**src/rtl/seq_mul.sv**
```systemverilog
// Multi-cycle shift-add multiplier: one PART_DATA_WIDTH slice of operand B per cycle.
// Optional two's-complement operands when MUL_SIGNED_EN is defined.
module seq_mul #(
   parameter int DATA_WIDTH      = 32,
   parameter int RES_WIDTH       = 64,
   parameter int PART_DATA_WIDTH = 8
) (
   input  logic                  clk,
   input  logic                  reset,
   input  logic                  rd_en,
   input  logic                  wr_en,
   input  logic [DATA_WIDTH-1:0] wr_data_1,
   input  logic [DATA_WIDTH-1:0] wr_data_2,
   output logic [RES_WIDTH-1:0]  rd_data,
   output logic                  wr_ready,
   output logic                  rd_ready,
   output logic                  rd_val
);

   localparam int N     = DATA_WIDTH / PART_DATA_WIDTH;
   localparam int CNT_W = (N > 1) ? $clog2(N) : 1;
   localparam logic [CNT_W-1:0] LAST = CNT_W'(N - 1);

   typedef enum logic [1:0] {IDLE, CALC, DONE} state_t;

   state_t                 state_reg, state_next;
   logic [RES_WIDTH-1:0]   a_shift_reg, a_shift_next;
   logic [DATA_WIDTH-1:0]  b_shift_reg, b_shift_next;
   logic [RES_WIDTH-1:0]   acc_reg, acc_next;
   logic [CNT_W-1:0]       cnt_reg, cnt_next;
   logic [RES_WIDTH-1:0]   rd_data_reg, rd_data_next;
   logic                   rd_val_reg, rd_val_next;
   logic [DATA_WIDTH-1:0]  a_mag, b_mag;
   logic [RES_WIDTH-1:0]   partial, sum, final_res;
`ifdef MUL_SIGNED_EN
   logic                   sign_reg, sign_next;
`endif

   // A is kept pre-shifted to the current slice weight, so the partial
   // product equals (A * slice) << (counter*P) without a variable shifter.
   assign partial = a_shift_reg * RES_WIDTH'(b_shift_reg[PART_DATA_WIDTH-1:0]);
   assign sum     = acc_reg + partial;

`ifdef MUL_SIGNED_EN
   assign a_mag     = wr_data_1[DATA_WIDTH-1] ? -wr_data_1 : wr_data_1;
   assign b_mag     = wr_data_2[DATA_WIDTH-1] ? -wr_data_2 : wr_data_2;
   assign final_res = sign_reg ? -sum : sum;
`else
   assign a_mag     = wr_data_1;
   assign b_mag     = wr_data_2;
   assign final_res = sum;
`endif

   always_ff @(posedge clk or negedge reset) begin
      if (!reset) begin
         state_reg   <= IDLE;
         a_shift_reg <= '0;
         b_shift_reg <= '0;
         acc_reg     <= '0;
         cnt_reg     <= '0;
         rd_data_reg <= '0;
         rd_val_reg  <= 1'b0;
`ifdef MUL_SIGNED_EN
         sign_reg    <= 1'b0;
`endif
      end else begin
         state_reg   <= state_next;
         a_shift_reg <= a_shift_next;
         b_shift_reg <= b_shift_next;
         acc_reg     <= acc_next;
         cnt_reg     <= cnt_next;
         rd_data_reg <= rd_data_next;
         rd_val_reg  <= rd_val_next;
`ifdef MUL_SIGNED_EN
         sign_reg    <= sign_next;
`endif
      end
   end

   always_comb begin
      state_next   = state_reg;
      a_shift_next = a_shift_reg;
      b_shift_next = b_shift_reg;
      acc_next     = acc_reg;
      cnt_next     = cnt_reg;
      rd_data_next = rd_data_reg;
      rd_val_next  = 1'b0;
`ifdef MUL_SIGNED_EN
      sign_next    = sign_reg;
`endif
      case (state_reg)
         IDLE: begin
            if (wr_en) begin
               a_shift_next = RES_WIDTH'(a_mag);
               b_shift_next = b_mag;
               acc_next     = '0;
               cnt_next     = '0;
`ifdef MUL_SIGNED_EN
               sign_next    = wr_data_1[DATA_WIDTH-1] ^ wr_data_2[DATA_WIDTH-1];
`endif
               state_next   = CALC;
            end
         end
         CALC: begin
            acc_next     = sum;
            a_shift_next = a_shift_reg << PART_DATA_WIDTH;
            b_shift_next = b_shift_reg >> PART_DATA_WIDTH;
            cnt_next     = cnt_reg + 1'b1;
            if (cnt_reg == LAST) begin
               rd_data_next = final_res;
               rd_val_next  = 1'b1;
               state_next   = DONE;
            end
         end
         DONE: begin
            if (rd_en) state_next = IDLE;
         end
         default: state_next = IDLE;
      endcase
   end

   assign rd_data  = rd_data_reg;
   assign rd_val   = rd_val_reg;
   assign wr_ready = (state_reg == IDLE);
   assign rd_ready = (state_reg == DONE);

endmodule

```
**config.mk**
```make
export PLATFORM = sky130hd
export DESIGN_NAME = seq_mul
export DESIGN_NICKNAME = d
export VERILOG_FILES = /design/src/rtl/seq_mul.sv
export SDC_FILE = /design/constraint.sdc
export NUM_CORES = 2
export LEC_CHECK = 0
export CAP_MARGIN = 20
export CORE_MARGIN = 1
export CORE_UTILIZATION = 25
export DETAILED_ROUTE_END_ITERATION = 10
export GPL_TIMING_DRIVEN = 0
export PLACE_DENSITY_LB_ADDON = 0.2
export SYNTH_ARGS = -nofsm -noshare
export SYNTH_HDL_FRONTEND = slang
export SYNTH_SLANG_ARGS = --single-unit
```
**constraint.sdc**
```tcl
create_clock -name clk -period 6.8 [get_ports clk]
set_input_delay 2.04 -clock clk [delete_from_list [all_inputs] [get_ports clk]]
set_output_delay 2.04 -clock clk [all_outputs]
set_load 0.02 [all_outputs]
```
# Word level (Yosys, flattened, before mapping)
# Cells that the tools add are included.
# word_totals
word_cells	35
input_bits	68
register_bits	229
out_inout_bits	67
# classes
n_mul	1
n_reduce_logical	5
n_mux	14
n_eq_ne	6
n_addsub	2
# op_table
operator	count
$pmux W64 S2	2
$mux W64	2
$add A64 B64 Y64	1
$mul A64 B8 Y64	1
$pmux W32 S2	1
$mux W32	1
$mux W2	4
$ne A2 B2 Y1 const B	3
$pmux W2 S3	1
$eq A2 B2 Y1 const B	2
$pmux W2 S2	1
$reduce_and A2 Y1	2
$reduce_and A3 Y1	1
$add A2 B1 Y2 const B	1
$eq A2 B1 Y1 const B	1
$logic_not A2 Y1	1
$mux W1	2
$reduce_bool A2 Y1	1

# Longest topological paths before layout
# logic_depth
word_depth	3
mapped_depth	22
ltp_nobuf	20

# Worst setup path after synthesis
# Ideal clock, no wire load.
# synth_path
kind	register -> register
start	reg b_shift_reg[0]
end	reg rd_data_reg[54] (netlist: rd_data[54])
period_less_slack_ns	5.407
path_stages_with_launch	22
required_time_ns	6.675
n_path_buf	3
setup_time_ns	0.125
arrival_time_ns	5.282
slack_ns	1.393
cell_sequence	dfrtp_1 > clkbuf_1 > buf_1 > nand2_1 > fa_1 > inv_1 > fa_1 > fa_1 > inv_1 > fa_1 > inv_1 > ha_1 > a21o_1 > a21o_1 > a211oi_1 > or3_4 > a2111oi_4 > o211ai_1 > and2_1 > buf_6 > xnor2_2 > mux2_2
# synth_between
elab_chain_len	2
# synth_lines
item	line	source
from (decl)	28	logic [DATA_WIDTH-1:0] b_shift_reg, b_shift_next;
from (signal assigned)	69	b_shift_reg <= b_shift_next;
$mul A64 B8 Y64	41	assign partial = a_shift_reg * RES_WIDTH'(b_shift_reg[PART_DATA_WIDTH-1:0]);
$add A64 B64 Y64	42	assign sum = acc_reg + partial;
to (signal assigned)	72	rd_data_reg <= rd_data_next;
to (decl)	31	logic [RES_WIDTH-1:0] rd_data_reg, rd_data_next;
# Every way passes these cells.
# A chain may end at the register's enable or synchronous reset.

# Final worst setup path
# layout_path
start	reg b_shift_reg[1]
end	reg rd_data_reg[36] (netlist: rd_data[36])
# The elaborated chain is that of the path after synthesis.

==> out/qor.yml <==
status:
  status: "completed"
cts:
  cts_root_buffer: "clkbuf_16"
  worst_skew_pair.late_latency_ps: 590
  htreeDepth: 2
  cts.clk_slew.worst_paths_ps: 60
  cts_hold_buffers: 0
  cts_buffer_depth: 3
  cts_buffers: 34
  clock-sinks: 229
  cts_tree: "built"
die:
  num_io_pins: 135
  initial_utilization_pct: 25.3
  core_sq_mm: 0.102
  die_area_sq_mm: 0.105
  die_w_um: 324
  row_count: 117
  dieHeight_um: 324
final_layout:
  nNetsFinal: 3496
  num_antenna_cells: 0
  syn_to_final_growth_pct: 17.0
  layout-drive-gt1-share_pct: 6.17
synth:
  synthArstFlopShare_pct: 100
  netlist_instances: 2768
  synth-seq-cells: 229
  syn_area_per_cell_sq_um: 9.35
  yosysUniqueCellTypes: 76
  synth-edff-count: 0
  synth_warnings: 0
  syn-cell-area_sq_mm: 0.0259
  synth_sequential_area_ratio_pct: 22.1
  synthesis.nets: 3320
  synthFlopType: "dfrtp_1"
timing:
  timing.fmax_ghz: 0.152
  setup_tns_ps: 0
  fin_skew_ps: 31.4
  rsz0062_at_grt: "false"
  slew_headroom_pct: 28.9
  worst_slew_pin_slew_ps: 1070
  finalMaxSlewViolations: 0
  layout_min_cycle_time_ps: 6600
  setup-violations-final: 0
  finalCritPeriodShare_pct: 97.0
  hold_viol: 0
placed_design:
  post-dp-hpwl_um: 76100
  portBuffers: 134
  gp_congestion: 0.850
worst_setup_path:
  crit_chain: "buf_2, nand2_1, fa_1, inv_1, fa_1, inv_1, fa_1, fa_1, inv_1, ha_1, a21o_1, a21oi_1, a21oi_1, o21ai_0, o31ai_1, a21boi_1, o21ai_0, xnor2_1, o21ai_0"
  cp-start-kind: "flop"
  worstSetupEndpointType: "flop"
  critPathKind: "reg -> reg"
  required_ps: 7210
  r2r-end: "rd_data[36]$_DFFE_PN0P_"
  arrival_ps: 7000
  cp_slowest_cell: "o21ai_0"
  r2r_slack_ps: 200
  ff2ff_path_depth: 19
  crit_path_start: "b_shift_reg[1]$_DFFE_PN0P_"
  path_common_cell: "fa_1"
  crit_end: "rd_data[36]$_DFFE_PN0P_"
  cp_max_fo: 10
  rr_startpoint: "b_shift_reg[1]$_DFFE_PN0P_"
  cp_slowest_stage_delay_ps: 800
min_path:
  min_path_type: "reg -> reg"
drt:
  via_per_inst: 4.55
  num_vias: 19700
  drtPass1Iterations: 6
  first_iter_violations: 1203
  ant_nets: 0
  routedWlPerCell_um: 22.1
  wirelength_um: 95900
  drcViolationCount: 0
run:
  drv_cap: 0
global_route:
  grt_max_degree: 82
  grt.overflow.total: 0
  track_usage_pct: 18.7
  grt_antenna_before_repair: 7
  grt_pass1_wl_um: 144000
  grt_pass1_vias: 21100
synth_stat cells (4+ instances only):
cell type	n	share of area, %
and2_1	336	8.1
nor2b_1	25	0.60
nand3_1	14	0.27
nor2_1	37	0.54
nand2b_1	5	0.12
o21ai_0	102	2.0
fa_1	410	32
buf_4	6	0.17
buf_1	23	0.33
xnor2_1	46	1.6
o21bai_1	13	0.38
a22oi_1	16	0.46
o21a_1	18	0.52
mux2_2	31	1.3
a21o_1	28	0.81
o21ai_1	7	0.14
a21oi_1	118	2.3
a22o_1	96	3.2
xor2_1	23	0.78
o211ai_1	12	0.35
o31ai_1	5	0.15
ha_1	74	3.6
or3_1	7	0.17
dfrtp_1	229	22
and3b_1	32	1.1
a41oi_1	4	0.14
and3_1	6	0.15
a31oi_1	5	0.12
nand2_1	315	4.6
inv_1	480	7.0
nand4_1	22	0.53
clkbuf_1	147	2.1
nor3_1	9	0.17
buf_2	10	0.19
worst max-delay path, delay by kind of cell (launching register included):
family / cells / cell delay (ps)
AO/OA/AOI/OAI: 8 / 2500
XOR/XNOR: 1 / 300
adder cells (fa/ha/maj): 5 / 2310
buffers and inverters: 4 / 610
flip-flops: 1 / 550
AND/OR/NAND/NOR: 1 / 120
logic make-up after synthesis:
logic type	synth area share (%)
AO/OA/AOI/OAI	12.1
XOR/XNOR	2.40
AND/OR/NAND/NOR	16.7
multiplexers	1.35
adder cells (fa/ha/maj)	35.3
flip-flops	22.1
buffers and inverters	10.0
repair_timing:
action                                  4_1_cts  5_1_grt
setup buffers                                 1        1
endpoints found under the setup margin       67       21
gates resized for setup                      39       42
gates cloned                                  0        0
pin swaps                                     1        1
area by class of cell:
type	instances	area (sq um)
fillers	11000	71900
clock buffers	44	908
plain buffers	188	841
clock inverters	14	183
inverters	480	1800
flip-flops and latches	229	5740
well taps	1368	1710
repair buffers	143	1490
multi-input cells	1868	17600
per-layer routing:
layer / vias up / GRT usage (%) / wire length [um]
met5: - / 0 / 12
met4: 2 / 6.32 / 3290
met3: 129 / 3.95 / 6000
met2: 476 / 29.3 / 42600
met1: 10100 / 25.6 / 43900
li1: 8988 / - / -
stage by stage:
stage / area (sq um) / util [%] / std cells / setup WS, ps / hold WS (ps)
6_report: 30300 / 29.6 / 4334 / 205 / 472
3_5_place_dp: 29100 / 28.4 / 4276 / -1010 / 467
5_1_grt: 30300 / 29.6 / 4334 / 1.89 / 497
3_3_place_gp: 28900 / 28.3 / 4270 / -7440 / 459
2_1_floorplan: 25900 / - / 2768 / 1390 / 450
4_1_cts: 30200 / 29.6 / 4333 / 3.64 / 481
layout by cell type (no fill, tap or decap), types with 12 or more instances in the layout:
cell type,instances
buf_1,20
clkbuf_2,34
a21oi_1,116
and3b_1,32
buf_2,15
nor2_1,37
nor2b_1,25
inv_1,480
o21ai_0,102
a22o_1,96
mux2_2,31
fa_1,410
and2_1,336
clkbuf_16,34
clkdlybuf4s50_1,133
nand4_1,22
nand3_1,14
o211ai_1,12
ha_1,74
xnor2_1,46
dfrtp_1,227
clkbuf_1,112
a21o_1,28
o21bai_1,13
a22oi_1,16
nand2_1,315
o21a_1,18
xor2_1,23
worst min path at each step:
stage,endpoint,start,slack (ps),depth (start not counted)
detailed placement,rd_data[48]$_DFFE_PN0P_,rd_data[48]$_DFFE_PN0P_,470,2
finish,rd_data[59]$_DFFE_PN0P_,rd_data[59]$_DFFE_PN0P_,470,2
global placement,rd_data[20]$_DFFE_PN0P_,rd_data[20]$_DFFE_PN0P_,460,2
floorplan,acc_reg[16]$_DFFE_PN0P_,acc_reg[16]$_DFFE_PN0P_,450,2
global route,acc_reg[39]$_DFFE_PN0P_,acc_reg[39]$_DFFE_PN0P_,500,2
CTS,rd_data[59]$_DFFE_PN0P_,rd_data[59]$_DFFE_PN0P_,480,2
Power is left out: the tool's default activity adds up to more than one toggle a clock period on the data nets, which glitch-free logic cannot reach.
==> RTL change: new RTL, same flow settings <==
The 3 states of `state_t` get a one-hot encoding in 3 bits.
--- a/src/rtl/seq_mul.sv
+++ b/src/rtl/seq_mul.sv
@@ -21,7 +21,7 @@
    localparam int CNT_W = (N > 1) ? $clog2(N) : 1;
    localparam logic [CNT_W-1:0] LAST = CNT_W'(N - 1);
 
-   typedef enum logic [1:0] {IDLE, CALC, DONE} state_t;
+   typedef enum logic [2:0] {IDLE = 3'b001, CALC = 3'b010, DONE = 3'b100} state_t;
 
    state_t                 state_reg, state_next;
    logic [RES_WIDTH-1:0]   a_shift_reg, a_shift_next;
Function: same outputs for any inputs over 4 cycles, from zero or initial values and one cycle with reset low; so few cycles prove little.
==> RTL change against the original RTL <==
- sequential cell count grew 1
- maximum frequency about the same
- routed wire length shrank 4.9%
- area after synthesis is 0.65% lower
- hold slack improved by 0.0020 ns
- sequential share of layout area is 0.29 points higher
- global-route usage down 0.79 points
- non-clock buffer count is 6 higher
- final area shrank 1.1%
- setup slack lost 0.0051 ns
- critical endpoint is now rd_data[63]$_DFFE_PN0P_
Power is not shown: default switching activity piles up to over one toggle a cycle in this logic, so the estimate is an artifact.
==> RTL change: results (changes against the original RTL) <==
* Fillers at 11100 (was 10970)
* Syn nets at 3468 (was 3320)
* Post-CTS setup buffer count at 0 (was 1)
* Met3 Use GR at 2.574% (was 3.952%)
* DRT Pass-1 Iters at 5 (was 6)
* Hold wc startpoint: rd_data[32]$_DFFE_PN0P_ (was rd_data[59]$_DFFE_PN0P_)
* Via-per-instance ratio at 4.529 (was 4.549)
* Max stage delay on crit path at 0.49 ns (was 0.80 ns)
* Slew headroom at 23.64% (was 28.92%)
* Met2 Use GR at 29.13% (was 29.27%)
* Clock Skew at 0.02209 ns (was 0.03141 ns)
* Nets at 3635 (was 3496)
* Worst-path maximum fanout at 11 (was 10)
* Metal2 WL at 41820 um (was 42630 um)
* Antenna violations before repair at 4 (was 7)
* Post-synthesis sequential area ratio at 22.39% (was 22.14%)
* Adder-cell share of the synthesized area at 35.52% (was 35.29%)
* Num CTS Buffers at 30 (was 34)
* Initial drt markers at 1385 (was 1203)
* Top cells by area, synth: fa_1, dfrtp_1, and2_1, inv_1, nand2_1 (unchanged)
* Average wire per standard cell at 20.36 um (was 22.12 um)
* Dpl ws at -1.305 ns (was -1.013 ns)
* Syn avg cell area at 8.818 um2 (was 9.351 um2)
* Synth Area in XOR/XNOR at 2.418% (was 2.398%)
* Critical R2R Launch: b_shift_reg[7]$_DFFE_PN0P_ (was b_shift_reg[1]$_DFFE_PN0P_)
* Wire length on met3 at 4836 um (was 5998 um)
* Layout cells sized above 1 at 4.412% (was 6.170%)
* Outcome: finished clean (unchanged)
* H-tree depth at 1 (was 2)
* Vias in the first global route at 21340 (was 21140)
* Compound-cell area share of the yosys netlist at 10.33% (was 12.10%)
* Worst R2R Path Depth at 20 (was 19)
* Design area at 29940 um2 (was 30280 um2)
* DP Cell Count at 4421 (was 4276)
## RTL change: cell count changes after synthesis, sizes merged, moves of 10 or more
| cell | delta |
|---|---|
| a21oi | -35 |
| a22o | -95 |
| a22oi | -15 |
| a31oi | +59 |
| and3b | -32 |
| clkbuf | +15 |
| mux2 | -25 |
| nand2 | +158 |
| nand3 | +44 |
| nor2 | +42 |
| nor2b | -18 |
| o211ai | -10 |
| o21a | -10 |
| o21ai | +77 |
## RTL change: layout make-up
class                   count  area share, %
repair buffers            139          4.739
multi-input cells        2004          58.20
clock inverters            11         0.4889
inverters                 480          6.018
diodes                      5        0.04179
clock buffers              43          2.838
plain buffers             198          2.721
well taps                1368          5.717
flip-flops and latches    230          19.24
## RTL change: timing repair
| action | 4_1_cts | 5_1_grt |
|---|---|---|
| pin swaps | 0 | 0 |
| setup endpoints to repair | 72 | 30 |
| hold endpoints to repair | 0 | 0 |
| resized for setup | 26 | 24 |
